## config.mk

```make
export PLATFORM = sky130hd
export DESIGN_NAME = cp0_nest_exc_ctrl
export DESIGN_NICKNAME = d
export VERILOG_FILES = /design/src/rtl/cp0_nest_exc_ctrl_pkg.sv /design/src/rtl/cp0_nest_exc_ctrl_addr_err_arb.sv /design/src/rtl/cp0_nest_exc_ctrl.sv
export SDC_FILE = /design/constraint.sdc
export NUM_CORES = 1
export LEC_CHECK = 0
export BUFFER_PORTS_ARGS = -buffer_cell sky130_fd_sc_hd__buf_2
export CAP_MARGIN = 20
export CORE_UTILIZATION = 45
export DETAILED_ROUTE_END_ITERATION = 8
export PLACE_DENSITY = 0.76
export RECOVER_POWER = 50
export SETUP_SLACK_MARGIN = 0.5
export SYNTH_ARGS = -nofsm -noshare
export SYNTH_HDL_FRONTEND = slang
export SYNTH_HIERARCHICAL = 1
export SYNTH_SLANG_ARGS = --single-unit
```

## constraint.sdc

```tcl
create_clock -name clk_i -period 2.87 [get_ports clk_i]
set_input_delay 0.4305 -clock clk_i [delete_from_list [all_inputs] [get_ports clk_i]]
set_output_delay 0.4305 -clock clk_i [all_outputs]
set_load 0.01 [all_outputs]
```

## src/rtl/cp0_nest_exc_ctrl_pkg.sv

```systemverilog
// Shared definitions for the CP0 nested BadVAddr sequencer.
// Holds state encodings, address-error ExcCodes and the nesting limit.
package cp0_nest_exc_ctrl_pkg;

   typedef enum logic [1:0] {
      ST_IDLE = 2'd0,
      ST_L1   = 2'd1,
      ST_L2   = 2'd2,
      ST_WAIT = 2'd3
   } state_e;

   localparam logic [4:0] EXC_ADEL  = 5'd4;
   localparam logic [4:0] EXC_ADES  = 5'd5;
   localparam logic [1:0] DEPTH_MAX = 2'd2;

   // Level state to resume once the pending request has been acknowledged.
   function automatic state_e level_state(input logic [1:0] depth);
      if (depth >= DEPTH_MAX) begin
         return ST_L2;
      end else if (depth == 2'd1) begin
         return ST_L1;
      end else begin
         return ST_IDLE;
      end
   endfunction

endpackage

```

## src/rtl/cp0_nest_exc_ctrl_addr_err_arb.sv

```systemverilog
// Combinational fixed-priority picker for address-error sources.
// MEM faults are older than IF faults, and stores outrank loads.
module cp0_addr_err_arb
   import cp0_nest_exc_ctrl_pkg::*;
#(
   parameter int         ADDR_W    = 32,
   parameter logic [4:0] CODE_ADEL = EXC_ADEL,
   parameter logic [4:0] CODE_ADES = EXC_ADES
) (
   input  logic              if_err_i,
   input  logic [ADDR_W-1:0] if_addr_i,
   input  logic              mem_ld_err_i,
   input  logic              mem_st_err_i,
   input  logic [ADDR_W-1:0] mem_addr_i,
   output logic              hit_o,
   output logic [4:0]        code_o,
   output logic [ADDR_W-1:0] addr_o
);

   always_comb begin
      hit_o  = mem_st_err_i | mem_ld_err_i | if_err_i;
      code_o = CODE_ADEL;
      addr_o = if_addr_i;
      if (mem_st_err_i) begin
         code_o = CODE_ADES;
         addr_o = mem_addr_i;
      end else if (mem_ld_err_i) begin
         code_o = CODE_ADEL;
         addr_o = mem_addr_i;
      end
   end

endmodule

```

## src/rtl/cp0_nest_exc_ctrl.sv

```systemverilog
// Sequences primary/nested BadVAddr writes and restores for nested exceptions,
// and raises a req/ack exception request towards the pipeline flush logic.
module cp0_nest_exc_ctrl
   import cp0_nest_exc_ctrl_pkg::*;
#(
   parameter int         ADDR_W    = 32,
   parameter logic [4:0] CODE_ADEL = EXC_ADEL,
   parameter logic [4:0] CODE_ADES = EXC_ADES
) (
   input  logic              clk_i,
   input  logic              rst_ni,
   input  logic              if_err_i,
   input  logic [ADDR_W-1:0] if_addr_i,
   input  logic              mem_ld_err_i,
   input  logic              mem_st_err_i,
   input  logic [ADDR_W-1:0] mem_addr_i,
   input  logic              eret_i,
   input  logic              exc_ack_i,
   output logic              bv_wr_p_o,
   output logic              bv_wr_n_o,
   output logic              bv_restore_o,
   output logic [ADDR_W-1:0] bv_data_o,
   output logic              exc_req_o,
   output logic [4:0]        exc_code_o,
   output logic [1:0]        depth_o,
   output logic              nest_ovf_o
);

   state_e              state_q, state_d;
   logic                arb_hit;
   logic [4:0]          arb_code;
   logic [ADDR_W-1:0]   arb_addr;

   logic                wr_p_q, wr_p_d;
   logic                wr_n_q, wr_n_d;
   logic                restore_q, restore_d;
   logic                req_q, req_d;
   logic [4:0]          code_q, code_d;
   logic [ADDR_W-1:0]   data_q, data_d;
   logic [1:0]          depth_q, depth_d;
   logic                ovf_q, ovf_d;

   cp0_addr_err_arb #(
      .ADDR_W    (ADDR_W),
      .CODE_ADEL (CODE_ADEL),
      .CODE_ADES (CODE_ADES)
   ) u_arb (
      .if_err_i     (if_err_i),
      .if_addr_i    (if_addr_i),
      .mem_ld_err_i (mem_ld_err_i),
      .mem_st_err_i (mem_st_err_i),
      .mem_addr_i   (mem_addr_i),
      .hit_o        (arb_hit),
      .code_o       (arb_code),
      .addr_o       (arb_addr)
   );

   always_ff @(posedge clk_i or negedge rst_ni) begin
      if (!rst_ni) begin
         state_q   <= ST_IDLE;
         wr_p_q    <= 1'b0;
         wr_n_q    <= 1'b0;
         restore_q <= 1'b0;
         req_q     <= 1'b0;
         code_q    <= '0;
         data_q    <= '0;
         depth_q   <= '0;
         ovf_q     <= 1'b0;
      end else begin
         state_q   <= state_d;
         wr_p_q    <= wr_p_d;
         wr_n_q    <= wr_n_d;
         restore_q <= restore_d;
         req_q     <= req_d;
         code_q    <= code_d;
         data_q    <= data_d;
         depth_q   <= depth_d;
         ovf_q     <= ovf_d;
      end
   end

   // While a request is outstanding, errors and erets are squashed by the flush.
   always_comb begin
      state_d = state_q;
      case (state_q)
         ST_WAIT: begin
            if (exc_ack_i) state_d = level_state(depth_q);
         end
         ST_L2: begin
            if (arb_hit)     state_d = ST_WAIT;
            else if (eret_i) state_d = ST_L1;
         end
         ST_L1: begin
            if (arb_hit)     state_d = ST_WAIT;
            else if (eret_i) state_d = ST_IDLE;
         end
         default: begin
            if (arb_hit)     state_d = ST_WAIT;
         end
      endcase
   end

   always_comb begin
      wr_p_d    = 1'b0;
      wr_n_d    = 1'b0;
      restore_d = 1'b0;
      req_d     = req_q;
      code_d    = code_q;
      data_d    = data_q;
      depth_d   = depth_q;
      ovf_d     = ovf_q;
      if (state_q == ST_WAIT) begin
         if (exc_ack_i) req_d = 1'b0;
      end else if (arb_hit) begin
         req_d  = 1'b1;
         code_d = arb_code;
         data_d = arb_addr;
         case (state_q)
            ST_IDLE: begin
               wr_p_d  = 1'b1;
               depth_d = 2'd1;
            end
            ST_L1: begin
               wr_n_d  = 1'b1;
               depth_d = DEPTH_MAX;
            end
            default: ovf_d = 1'b1;
         endcase
      end else if (eret_i) begin
         if (state_q == ST_L2) begin
            restore_d = 1'b1;
            depth_d   = 2'd1;
         end else if (state_q == ST_L1) begin
            depth_d   = 2'd0;
            ovf_d     = 1'b0;
         end
      end
   end

   assign bv_wr_p_o    = wr_p_q;
   assign bv_wr_n_o    = wr_n_q;
   assign bv_restore_o = restore_q;
   assign bv_data_o    = data_q;
   assign exc_req_o    = req_q;
   assign exc_code_o   = code_q;
   assign depth_o      = depth_q;
   assign nest_ovf_o   = ovf_q;

endmodule

```

# ---- Yosys cells after proc, flatten, opt, wreduce, memory -nomap -nowiden
# Index checks and enable logic that the tools add are counted.
dict set report word_totals {
  reg_bits 46
  input_bits 71
  output_inout_bits 44
  word_cells 70
}
dict set report op_classes {
  order_cmp 1
  n_eq_ne 10
  mux 35
  bitwise_logic 3
  n_reduce_logical 12
}
# cell count
set ops {}
lappend ops {{$mux 32} 2}
lappend ops {{$mux 2} 11}
lappend ops {{$mux 1} 20}
lappend ops {{$reduce_and 4->1} 2}
lappend ops {{$ne 2x2->1 const B} 3}
lappend ops {{$ne 3x3->1 const B} 2}
lappend ops {{$pmux 2 s3} 1}
lappend ops {{$reduce_bool 2->1} 3}
lappend ops {{$reduce_and 5->1} 1}
lappend ops {{$eq 2x1->1 const B} 2}
lappend ops {{$eq 2x2->1 const B} 2}
lappend ops {{$pmux 2 s2} 1}
lappend ops {{$reduce_and 2->1} 2}
lappend ops {{$reduce_bool 4->1} 1}
lappend ops {{$ne 3x1->1 const B} 1}
lappend ops {{$reduce_bool 3->1} 1}
lappend ops {{$ge 2x2->1 const B} 1}
lappend ops {{$logic_not 2->1} 1}
lappend ops {{$or 1x1->1} 2}
lappend ops {{$reduce_or 2->1} 1}
lappend ops {{$not 1->1} 1}

# ---- Depth between registers and ports, before layout
# Gate-level depths: netlist of run 1.
dict set report depth {
  ltp_word 5
  ltp_mapped 7
  depth_no_buf 5
}

# ---- Modules after synthesis
# Netlist of run 1, hierarchy kept.
# module n_inst cells_per_inst area_per_inst_um2 seq_area_each_um2
set modules_own_cells {}
lappend modules_own_cells {cp0_nest_exc_ctrl 1 136 1955.6 1151.1}
lappend modules_own_cells {cp0_addr_err_arb 1 44 473.0 0.0}

# ---- Least setup slack after synthesis of run 1
# OpenSTA, ideal clock, no wires.
dict set report synth_timing {
  kind {input port to flip-flop}
  from {input mem_ld_err_i}
  to {register state_q[0]}
  setup_ns 0.125
  arrival_ns 1.822
  t_required_ns 2.745
  setup_slack_ns 0.923
  cell_stages 5
  path_buffers 1
  path_cell_list {or3_2 -> buf_6 -> or2_1 -> o221ai_2 -> mux2_2}
}
dict set report synth_via {
  elab_chain_len 4
  elab_cells_between_ends 9
  classes_between {eq/ne: 2; mux: 3; bitwise: 2; reduce/logical: 2}
}
# element line_no
set synth_lines {}
lappend synth_lines {{start, declared} cp0_nest_exc_ctrl.sv:14} ;# input logic mem_ld_err_i,
lappend synth_lines {{$or 1x1->1 (*) (2 in series)} cp0_nest_exc_ctrl_addr_err_arb.sv:21} ;# hit_o = mem_st_err_i | mem_ld_err_i | if_err_i;
lappend synth_lines {{$ne 3x3->1 (no line) (tied with other cells)} -}
lappend synth_lines {{$reduce_and 4->1 (no line) / $pmux 2 s3 (equally long branches)} -}
lappend synth_lines {{end signal, assigned} cp0_nest_exc_ctrl.sv:70} ;# state_q <= state_d;
lappend synth_lines {{end, declared} cp0_nest_exc_ctrl.sv:29} ;# state_e state_q, state_d;
# Every way passes the cells marked *; elsewhere a longest branch is shown, timed or not.
# A chain may end at the register's enable or synchronous reset.

# ---- Final worst setup path of run 1
dict set report layout_timing {
  from {register state_q[1]}
  to {register data_q[20] (netlist: bv_data_o[20])}
}
dict set report layout_via {
  elab_chain_len 3
}
# element line_no
set layout_lines {}
lappend layout_lines {{$eq 2x2->1} cp0_nest_exc_ctrl.sv:112} ;# if (state_q == ST_WAIT) begin
lappend layout_lines {{$not 1->1 (no line)} -}
lappend layout_lines {{$reduce_and 2->1 (no line)} -}
lappend layout_lines {{end signal, assigned} cp0_nest_exc_ctrl.sv:76} ;# data_q <= data_d;
lappend layout_lines {{end, declared} cp0_nest_exc_ctrl.sv:39} ;# logic [ADDR_W-1:0] data_q, data_d;
# No other way between the ends.

==> results.py, run 1 <==
metrics = {
    "worst_setup_path": {
        "crit_path_start": "state_q[1]",
        "crit_path_end": "bv_data_o[20]",
        "endpoint_kind": "flop",
        "crit_path_max_fanout": 16,
        "reg2reg_slack_ns": 0.83,
        "timing.critical_path.required_ns": 3.05,
        "max_stage_delay_ns": 0.49,
        "regToRegStartpoint": "state_q[1]",
        "path_buf_inv": 1,
        "critPathKind": "reg -> reg",
        "critPathArrivalTime_ns": 2.22,
        "worstSetupPathDepth": 4,
        "cpMaxStageDelayCell": "sky130_fd_sc_hd__dfrtp_1",
        "worstRegToRegCells": 4,
        "start_kind": "flop",
        "crit_path_cell_trace": "ha_1 -> nor2b_4 -> buf_4 -> mux2_2",
        "worst_r2r_endpoint": "bv_data_o[20]",
        "cp_top_family": "flip-flops",
    },
    "layout": {
        "post_route_cells_drive_above_1_share_pct": 54.3,
        "area_growth_pct": 25.8,
        "utilization_of_the_core_after_routing_pct": 59.4,
        "insertedDiodeCount": 0,
        "final_net_count": 371,
        "filler_cell_count": 460,
        "final-instance-count-excl-fill": 363,
    },
    "yosys": {
        "synth_top_family_by_area": "multiplexers",
        "netlist_top_cells_area": "sky130_fd_sc_hd__dfrtp_1 47%, sky130_fd_sc_hd__mux2_2 23%, sky130_fd_sc_hd__mux2_1 8.8%",
        "synth.largest_area_cell": "sky130_fd_sc_hd__dfrtp_1",
        "asyncSetResetFlopFracSynth_pct": 100,
        "gate_count_post_synth": 180,
        "synth_cell_types": 33,
        "number_of_synthesized_register_bits": 46,
        "synth_most_common_cell": "sky130_fd_sc_hd__mux2_2",
        "syn_area_um2": 2430,
        "synthFlopType": "sky130_fd_sc_hd__dfrtp_1",
        "synth-edff-count": 0,
        "synth.yosys.seq_area_share_pct": 47.4,
        "synthesis.area_per_instance_um2": 13.5,
        "synth_simple_gate_area_share_pct": 4.12,
        "yosys.area_share.adder_pct": 3.61,
        "synth.area.mux_share_pct": 33.2,
        "post_synthesis_share_of_cell_area_spent_on_xor_and_xnor_gates_pct": 0,
        "netlist_top_cells_count": "50 x sky130_fd_sc_hd__mux2_2, 46 x sky130_fd_sc_hd__dfrtp_1, 19 x sky130_fd_sc_hd__mux2_1, 7 x sky130_fd_sc_hd__ha_1, 7 x sky130_fd_sc_hd__inv_1",
        "yosys_warnings": 6,
        "synth_compound_gate_area_share_pct": 4.74,
        "yosys_top_cell_area_share_pct": 47.4,
    },
    "clock_tree": {
        "hold_buffers": 0,
        "worstSkewPairLatency_ns": 0.29,
        "tritoncts": "built",
        "max-clock-path-buffers": 2,
        "post_cts.repair.setup_buffers": 0,
        "cts_root_buf": "sky130_fd_sc_hd__clkbuf_8",
        "post_cts_resized": 0,
        "cts_num_sinks": 46,
        "cts-buffers-inserted": 5,
        "htreeDepth": 2,
        "clkTransAtPathRegs_ns": 0.08,
    },
    "place": {
        "portBuffers": 114,
        "dp.cells": 355,
        "detailed_place_hpwl_um": 3420,
        "detailedPlace.worstSlack_ns": 0.726,
        "gp_congestion": 0.866,
    },
    "drt": {
        "wl_per_cell_um": 12.5,
        "drtIter0Drc": 38,
        "vias": 1763,
        "route.final.wire_length_um": 4530,
        "dr.pass1.iters": 4,
        "post-route-drc-count": 0,
        "routed_via_density": 4.86,
        "postRouteAntennaNets": 0,
    },
    "sta": {
        "setup_total_negative_slack_ns": 0,
        "setup-violations-final": 0,
        "final.setup_skew_ns": 0.00203,
        "layout_setup_ws_ns": 0.830,
        "min_period_ns": 2.04,
        "timing_hold_violations_final": 0,
        "final_min_period_over_clock_period_pct": 71.1,
        "drv_slew": 0,
        "rsz0062_at_grt": "false",
        "max_slew.worst_pin.slew_ns": 1.12,
        "achievable-frequency_mhz": 490,
        "max-slew-margin-rel_pct": 25.6,
    },
    "die": {
        "horizontal_extent_of_the_die_um": 75.5,
        "floorplan.io_pins": 115,
        "start_util_pct": 47.2,
        "design.core.area_um2": 5140,
        "floorplan.die_area_um2": 5690,
        "placementRows": 26,
        "die_height_um": 75.5,
    },
    "power": {
        "p_per_area_nw_per_um2": 896,
        "ir_drop_v": 0.000611,
        "p_leak_nw": 1.44,
        "report.power.total_mw": 2.74,
    },
    "global_routing": {
        "number_of_global_route_vias_before_repair": 1701,
        "antenna_found_initial": 0,
        "grt.total_usage_pct": 16.9,
        "pin_count_of_the_biggest_net_entering_global_routing": 47,
        "grt_first_pass_wirelength_um": 7160,
        "globalRoute.totalOverflow": 0,
    },
    "outcome": {
        "status": "finished clean",
    },
    "run": {
        "drv_cap": 0,
    },
    "worst_hold_path": {
        "hold_class": "in -> async",
    },
}
-- how the worst min path moves through the flow --
| stage | from | end | cells after the start |
|---|---|---|---|
| after CTS | rst_ni | exc_code_o[2] | 1 |
| final | rst_ni | exc_code_o[1] | 1 |
| after global routing | exc_ack_i | exc_req_o | 2 |
| after global placement | bv_data_o[15] | bv_data_o[15] | 1 |
| after floorplan | rst_ni | bv_data_o[0] | 0 |
| after detailed placement | bv_data_o[17] | bv_data_o[17] | 1 |
-- worst register-to-register path: stages (launching register included) --
cell and delay [ns]:
sky130_fd_sc_hd__dfrtp_1 0.49, sky130_fd_sc_hd__ha_1 0.35, sky130_fd_sc_hd__nor2b_4 0.42, sky130_fd_sc_hd__buf_4 0.31, sky130_fd_sc_hd__mux2_2 0.36
-- per-layer routing --
layer / routed length [um] / vias up / GRT usage, %
met4: 80 / 0 / 8.23
met1: 1790 / 845 / 18.4
li1: - / 844 / -
met3: 306 / 8 / 3.70
met2: 2350 / 66 / 31.0
met5: 0 / - / 0
-- cells by family (layout without fill, tap and decap cells) --
family,count (synthesis),after routing
multiplexers,71,71
flip-flops,46,46
buffers and inverters,21,132
AO/OA/AOI/OAI,17,17
AND/OR/NAND/NOR,16,16
adder cells (fa/ha/maj),7,7
other,2,4
-- state kept, by name (all words and copies together) (netlist names) --
register	cells
state_q	2
nest_ovf_o	1
exc_code_o	5
bv_wr_p_o	1
depth_o	2
exc_req_o	1
bv_data_o	32
bv_restore_o	1
bv_wr_n_o	1
-- cell usage in the layout, fill, tap and decap left out --
| cell type | netlist | layout |
|---|---|---|
| sky130_fd_sc_hd__a21o_2 | 1 | 1 |
| sky130_fd_sc_hd__a21oi_1 | 5 | 5 |
| sky130_fd_sc_hd__nand3b_1 | 1 | 1 |
| sky130_fd_sc_hd__a211oi_1 | 1 | 1 |
| sky130_fd_sc_hd__clkbuf_1 | 0 | 23 |
| sky130_fd_sc_hd__nor3_1 | 2 | 2 |
| sky130_fd_sc_hd__dfrtp_1 | 46 | 46 |
| sky130_fd_sc_hd__buf_2 | 2 | 92 |
| sky130_fd_sc_hd__clkbuf_8 | 3 | 5 |
| sky130_fd_sc_hd__buf_4 | 5 | 3 |
| sky130_fd_sc_hd__conb_1 | 2 | 4 |
| sky130_fd_sc_hd__o31a_1 | 1 | 1 |
| sky130_fd_sc_hd__ha_1 | 7 | 7 |
| sky130_fd_sc_hd__o21bai_1 | 1 | 1 |
| sky130_fd_sc_hd__o221ai_2 | 1 | 1 |
| sky130_fd_sc_hd__or3_2 | 1 | 1 |
| sky130_fd_sc_hd__nor2b_4 | 1 | 1 |
| sky130_fd_sc_hd__clkinvlp_4 | 0 | 1 |
| sky130_fd_sc_hd__buf_12 | 0 | 1 |
| sky130_fd_sc_hd__and2_1 | 1 | 1 |
| sky130_fd_sc_hd__nand2b_1 | 2 | 2 |
| sky130_fd_sc_hd__o22ai_1 | 1 | 1 |
| sky130_fd_sc_hd__or3_1 | 1 | 1 |
| sky130_fd_sc_hd__mux2_2 | 50 | 50 |
| sky130_fd_sc_hd__or2_1 | 1 | 1 |
| sky130_fd_sc_hd__o221ai_1 | 1 | 1 |
| sky130_fd_sc_hd__nand2_1 | 2 | 2 |
| sky130_fd_sc_hd__o21ai_0 | 3 | 3 |
| sky130_fd_sc_hd__nor2_1 | 3 | 3 |
| sky130_fd_sc_hd__mux2_4 | 2 | 2 |
| sky130_fd_sc_hd__nor2_4 | 1 | 1 |
| sky130_fd_sc_hd__mux2_1 | 19 | 19 |
| sky130_fd_sc_hd__o31ai_1 | 1 | 1 |
| sky130_fd_sc_hd__inv_1 | 7 | 7 |
| sky130_fd_sc_hd__o21ai_1 | 1 | 1 |
-- metrics by stage --
stage                     hold WS (ns)  instance area (um^2)
after floorplan                  0.135                  2440
after global placement           0.463                  2980
after detailed placement         0.471                  2980
after CTS                        0.336                  3060
after global routing             0.359                  3060
final                            0.329                  3060
-- area by class of cell --
type	count	area, um^2	share of cell area (%)
inverters	7	26.3	0.860
flip-flops and latches	46	1150	37.7
clock buffers	6	72.6	2.38
well taps	70	87.6	2.87
clock inverters	1	7.51	0.246
multi-input cells	115	1120	36.8
repair buffers	118	586	19.2
-- report_power, final --
group	leakage, nW	internal (mW)	total, mW	switching (mW)
clock network	0.0373	0.167	0.368	0.201
registers	0.536	0.960	1.13	0.168
logic	0.870	0.611	1.24	0.632
Note: power is estimated with default switching activity, not from simulation.
==> inputs of run 2 (changes only) <==
- CORE_UTILIZATION: 45 -> 42
- PLACE_DENSITY: 0.76 -> 0.74
- clock period: 2.87 -> 1.7 ns (I/O delays scaled with it)
==> results.py, run 2 (synthesis gave the netlist of run 1 again) <==
metrics = {
    "outcome": {
        "status": "finished clean",
    },
    "worst_setup_path": {
        "critPathKind": "reg -> reg",
        "start_kind": "flop",
        "regToRegStartpoint": "state_q[0]",
        "worst_r2r_endpoint": "state_q[0]",
        "crit_path_max_fanout": 4,
        "crit_path_cell_trace": "inv_4 -> ha_4 -> or3_4 -> o221ai_4 -> mux2_4",
        "endpoint_kind": "flop",
        "reg2reg_slack_ns": 0.08,
        "max_stage_delay_ns": 0.47,
        "worstRegToRegCells": 5,
        "cpMaxStageDelayCell": "sky130_fd_sc_hd__dfrtp_2",
        "critPathArrivalTime_ns": 1.79,
        "timing.critical_path.required_ns": 1.87,
    },
    "drt": {
        "wl_per_cell_um": 13.8,
        "routed_via_density": 4.77,
        "drtIter0Drc": 48,
        "dr.pass1.iters": 4,
        "postRouteAntennaNets": 0,
        "vias": 1880,
        "route.final.wire_length_um": 5430,
        "post-route-drc-count": 0,
    },
    "sta": {
        "drv_slew": 0,
        "final.setup_skew_ns": 0.0113,
        "max-slew-margin-rel_pct": 59.9,
        "min_period_ns": 1.62,
        "final_min_period_over_clock_period_pct": 95.2,
        "fin_hold_ws_ns": 0.199,
        "max_slew.worst_pin.slew_ns": 0.601,
        "rsz0062_at_grt": "true",
        "timing_hold_violations_final": 0,
        "setup-violations-final": 0,
        "achievable-frequency_mhz": 618,
    },
    "die": {
        "start_util_pct": 43.8,
        "die_height_um": 78.0,
        "placementRows": 27,
        "design.core.area_um2": 5540,
        "horizontal_extent_of_the_die_um": 78.0,
        "floorplan.io_pins": 115,
        "floorplan.die_area_um2": 6090,
    },
    "global_routing": {
        "antenna_found_initial": 0,
        "number_of_global_route_vias_before_repair": 1969,
        "pin_count_of_the_biggest_net_entering_global_routing": 20,
        "globalRoute.totalOverflow": 0,
        "grt.total_usage_pct": 18.9,
        "grt_first_pass_wirelength_um": 8850,
    },
    "power": {
        "ir_drop_v": 0.000857,
        "internal-power_mw": 4.16,
        "p_comb_share_pct": 59.2,
        "total_switching_power_mw": 2.14,
        "clkPwrFrac_pct": 9.7,
        "report.power.total_mw": 6.29,
        "p_per_area_nw_per_um2": 1710,
        "power.sequential.fraction_pct": 31.1,
        "power_switching_share_pct": 34.0,
        "p_leak_nw": 1.82,
    },
    "layout": {
        "utilization_of_the_core_after_routing_pct": 66.5,
        "final_design_area_no_fill_um2": 3690,
        "area_growth_pct": 51.8,
        "post_route_cells_drive_above_1_share_pct": 68.9,
        "final-instance-count-excl-fill": 394,
        "final_net_count": 400,
        "max_reg_flops": 32,
        "most_common_library_cell_in_the_layout_ignoring_fill_and_taps": "sky130_fd_sc_hd__buf_2",
        "insertedDiodeCount": 0,
        "layout.cells.most_common_list": "92 x sky130_fd_sc_hd__buf_2, 44 x sky130_fd_sc_hd__dfrtp_1, 40 x sky130_fd_sc_hd__mux2_4",
    },
    "clock_tree": {
        "clkTransAtPathRegs_ns": 0.08,
        "cts_root_buf": "sky130_fd_sc_hd__clkbuf_8",
        "tritoncts": "built",
        "worstSkewPairLatency_ns": 0.29,
        "max-clock-path-buffers": 2,
        "htreeDepth": 2,
        "cts_num_sinks": 46,
        "cts-buffers-inserted": 5,
    },
    "worst_hold_path": {
        "min-delay-start": "exc_ack_i",
        "holdPathEnd": "exc_req_o",
        "hold_path_cell_cnt": 2,
        "hold_class": "in -> reg",
    },
    "place": {
        "dp.cells": 368,
        "detailed_place_hpwl_um": 3880,
        "detailed_place.area_um2": 3260,
        "gp_congestion": 0.837,
        "portBuffers": 114,
    },
    "run": {
        "drv_cap": 0,
    },
}
==> run 2: changes by cell type in the layout (fill, tap and decap cells not counted), moves of 4 or more <==
cell,before,now
sky130_fd_sc_hd__ha_4,0,4
sky130_fd_sc_hd__buf_12,1,7
sky130_fd_sc_hd__mux2_2,50,31
sky130_fd_sc_hd__buf_6,0,5
sky130_fd_sc_hd__ha_1,7,2
sky130_fd_sc_hd__buf_4,3,14
sky130_fd_sc_hd__mux2_4,2,40
sky130_fd_sc_hd__mux2_1,19,0
==> run 2: per-layer routing <==
layer	global-route usage, %	wire length, um	up-vias
li1	-	-	907
met3	4.53	318	6
met4	5.56	74	0
met5	0	0	-
met2	34.7	2810	76
met1	21.7	2230	891
==> run 2: worst max-delay path: cells and delay by family, from the launching register on <==
| kind | cells | cell delay (ns) |
|---|---|---|
| compound gates | 1 | 0.09 |
| fa+ha+maj | 1 | 0.20 |
| buf+inv | 1 | 0.09 |
| flops | 1 | 0.47 |
| mux | 1 | 0.32 |
| simple gates | 1 | 0.34 |
==> run 2: worst max-delay path by stage <==
| stage | from | to | slack, ns | cells after the start |
|---|---|---|---|---|
| floorplan | state_q[1] | state_q[1] | 0.07 | 5 |
| global placement | mem_ld_err_i | state_q[1] | 0.006 | 5 |
| CTS | state_q[0] | state_q[0] | 0.09 | 5 |
| finish | state_q[0] | state_q[0] | 0.08 | 5 |
| global route | state_q[0] | state_q[0] | 0.05 | 5 |
| detailed placement | mem_ld_err_i | state_q[1] | -0.01 | 5 |
==> run 2: power groups by stage <==
stage	registers, mW	logic [mW]	clock network (mW)
after detailed placement	1.96	2.84	0
after global routing	2.02	3.97	0.691
final	1.96	3.72	0.612
after CTS	1.95	3.65	0.640
after global placement	1.95	2.78	0
after floorplan	2.20	1.70	0
==> run 2: through the flow <==
stage               setup WS, ns  TNS, ns
floorplan                 0.0675        0
global placement         0.00620        0
detailed placement       -0.0105  -0.0105
CTS                       0.0908        0
global route              0.0500        0
finish                    0.0824        0
==> run 2: final cells by class <==
class,instances,area (um^2)
Tap cell,72,90.1
Inverter,7,28.8
Clock buffer,7,76.3
Fill cell,449,1850
Timing Repair Buffer,147,962
Multi-Input combinational cell,115,1380
Sequential cell,46,1150
==> run 2: what timing repair did <==
| item | 4_1_cts | 5_1_grt |
|---|---|---|
| endpoints found under the setup margin | 44 | 45 |
| gates resized for setup | 21 | 7 |
| pin swaps | 5 | 1 |
| buffers inserted | 12 | 3 |
| hold endpoints to repair | 9 | 0 |
| hold buffers | 1 | 0 |
| gates cloned | 3 | 0 |
==> inputs of run 3 (changes only) <==
- RECOVER_POWER: 50 -> unset
==> results.py, run 3 (synthesis gave the netlist of run 1 again) <==
metrics = {
    "layout": {
        "max_reg_flops": 32,
        "area_growth_pct": 53.1,
        "final_net_count": 400,
        "post_route_cells_drive_above_1_share_pct": 75.8,
        "most_common_library_cell_in_the_layout_ignoring_fill_and_taps": "sky130_fd_sc_hd__buf_2",
        "utilization_of_the_core_after_routing_pct": 67.1,
        "layout.cells.most_common_list": "114 x sky130_fd_sc_hd__buf_2, 44 x sky130_fd_sc_hd__dfrtp_1, 40 x sky130_fd_sc_hd__mux2_4",
        "insertedDiodeCount": 0,
    },
    "outcome": {
        "status": "finished clean",
    },
    "die": {
        "die_height_um": 78.0,
        "horizontal_extent_of_the_die_um": 78.0,
        "start_util_pct": 43.8,
        "placementRows": 27,
        "design.core.area_um2": 5540,
        "floorplan.io_pins": 115,
        "floorplan.die_area_um2": 6090,
    },
    "worst_hold_path": {
        "hold_path_cell_cnt": 2,
        "hold_class": "in -> reg",
    },
    "worst_setup_path": {
        "start_kind": "flop",
        "crit_path_max_fanout": 4,
        "critPathArrivalTime_ns": 1.79,
        "worstRegToRegCells": 5,
        "endpoint_kind": "flop",
        "critPathKind": "reg -> reg",
        "timing.critical_path.required_ns": 1.87,
    },
    "clock_tree": {
        "htreeDepth": 2,
        "cts_num_sinks": 46,
        "cts_root_buf": "sky130_fd_sc_hd__clkbuf_8",
        "cts-buffers-inserted": 5,
        "max-clock-path-buffers": 2,
        "tritoncts": "built",
        "clkTransAtPathRegs_ns": 0.08,
        "worstSkewPairLatency_ns": 0.29,
    },
    "drt": {
        "vias": 1879,
        "postRouteAntennaNets": 0,
        "dr.pass1.iters": 5,
        "route.final.wire_length_um": 5410,
        "drtIter0Drc": 46,
        "wl_per_cell_um": 13.7,
        "routed_via_density": 4.77,
        "post-route-drc-count": 0,
    },
    "power": {
        "p_comb_share_pct": 59.7,
        "report.power.total_mw": 6.35,
        "total_switching_power_mw": 2.13,
        "p_leak_nw": 1.89,
        "p_per_area_nw_per_um2": 1710,
        "clkPwrFrac_pct": 9.6,
        "internal-power_mw": 4.22,
        "power.sequential.fraction_pct": 30.7,
        "power_switching_share_pct": 33.5,
        "ir_drop_v": 0.000859,
    },
    "place": {
        "portBuffers": 114,
        "detailed_place_hpwl_um": 3880,
        "gp_congestion": 0.837,
    },
    "global_routing": {
        "grt_first_pass_wirelength_um": 8850,
        "antenna_found_initial": 0,
        "pin_count_of_the_biggest_net_entering_global_routing": 20,
        "number_of_global_route_vias_before_repair": 1969,
        "globalRoute.totalOverflow": 0,
        "grt.total_usage_pct": 18.9,
    },
    "sta": {
        "final_min_period_over_clock_period_pct": 95.1,
        "drv_slew": 0,
        "setup-violations-final": 0,
        "min_period_ns": 1.62,
        "fin_hold_ws_ns": 0.198,
        "timing_hold_violations_final": 0,
        "final.setup_skew_ns": 0.0107,
        "rsz0062_at_grt": "true",
        "achievable-frequency_mhz": 618,
        "setup_total_negative_slack_ns": 0,
    },
    "run": {
        "drv_cap": 0,
    },
}
[run 3: worst paths after layout]
| path | start | to | slack (ns) |
|---|---|---|---|
| worst min-delay path | exc_ack_i | exc_req_o | 0.20 |
| worst max register to register | state_q[0] | state_q[0] | 0.08 |
| worst max-delay path | state_q[0] | state_q[0] | 0.08 |
| worst min register to register | bv_data_o[14] | bv_data_o[14] | 0.50 |
| max in group asynchronous | rst_ni | bv_data_o[11] | 0.82 |
| min in group asynchronous | rst_ni | nest_ovf_o | 0.35 |
[run 3: layer usage]
metal  up-vias  wire length [um]  global-route usage, %
met3         6               309                   4.53
met5         -                 0                      0
met1       886              2210                   21.7
met4         0                74                   5.56
met2        80              2810                   34.7
li1        907                 -                      -
[run 3: per-stage QoR]
step           worst slack, ns  cells  area, um^2
6_report                0.0828    394        3720
5_1_grt                 0.0500    394        3720
4_1_cts                 0.0908    391        3650
3_5_place_dp           -0.0105    368        3260
3_3_place_gp           0.00620    368        3260
2_1_floorplan           0.0675    182        2620
[run 3: layout make-up]
cell class / count / area, um^2
clock buffers: 7 / 76.3
fillers: 434 / 1820
inverters: 7 / 28.8
multi-input cells: 115 / 1380
flip-flops and latches: 46 / 1150
well taps: 72 / 90.1
repair buffers: 147 / 995
[run 3: critical path, stage by stage, from the launching register on]
cell and delay (ns):
sky130_fd_sc_hd__dfrtp_2 0.47, sky130_fd_sc_hd__inv_4 0.09, sky130_fd_sc_hd__ha_4 0.20, sky130_fd_sc_hd__or3_4 0.34, sky130_fd_sc_hd__o221ai_4 0.09, sky130_fd_sc_hd__mux2_4 0.32
[run 3: repair_timing]
action / CTS / global route
buffers inserted: 12 / 3
pin swaps: 5 / 1
gates resized for setup: 21 / 7
hold buffers: 1 / 0
endpoints found under the setup margin: 44 / 45
cloned: 3 / 0
endpoints found under the hold margin: 9 / 0
[run 3: power by group through the flow]
stage	registers [mW]	clock network [mW]	logic (mW)
final	1.95	0.612	3.79
after global routing	2.01	0.691	4.03
after CTS	1.95	0.640	3.65
after detailed placement	1.96	0	2.84
after global placement	1.95	0	2.78
after floorplan	2.20	0	1.70
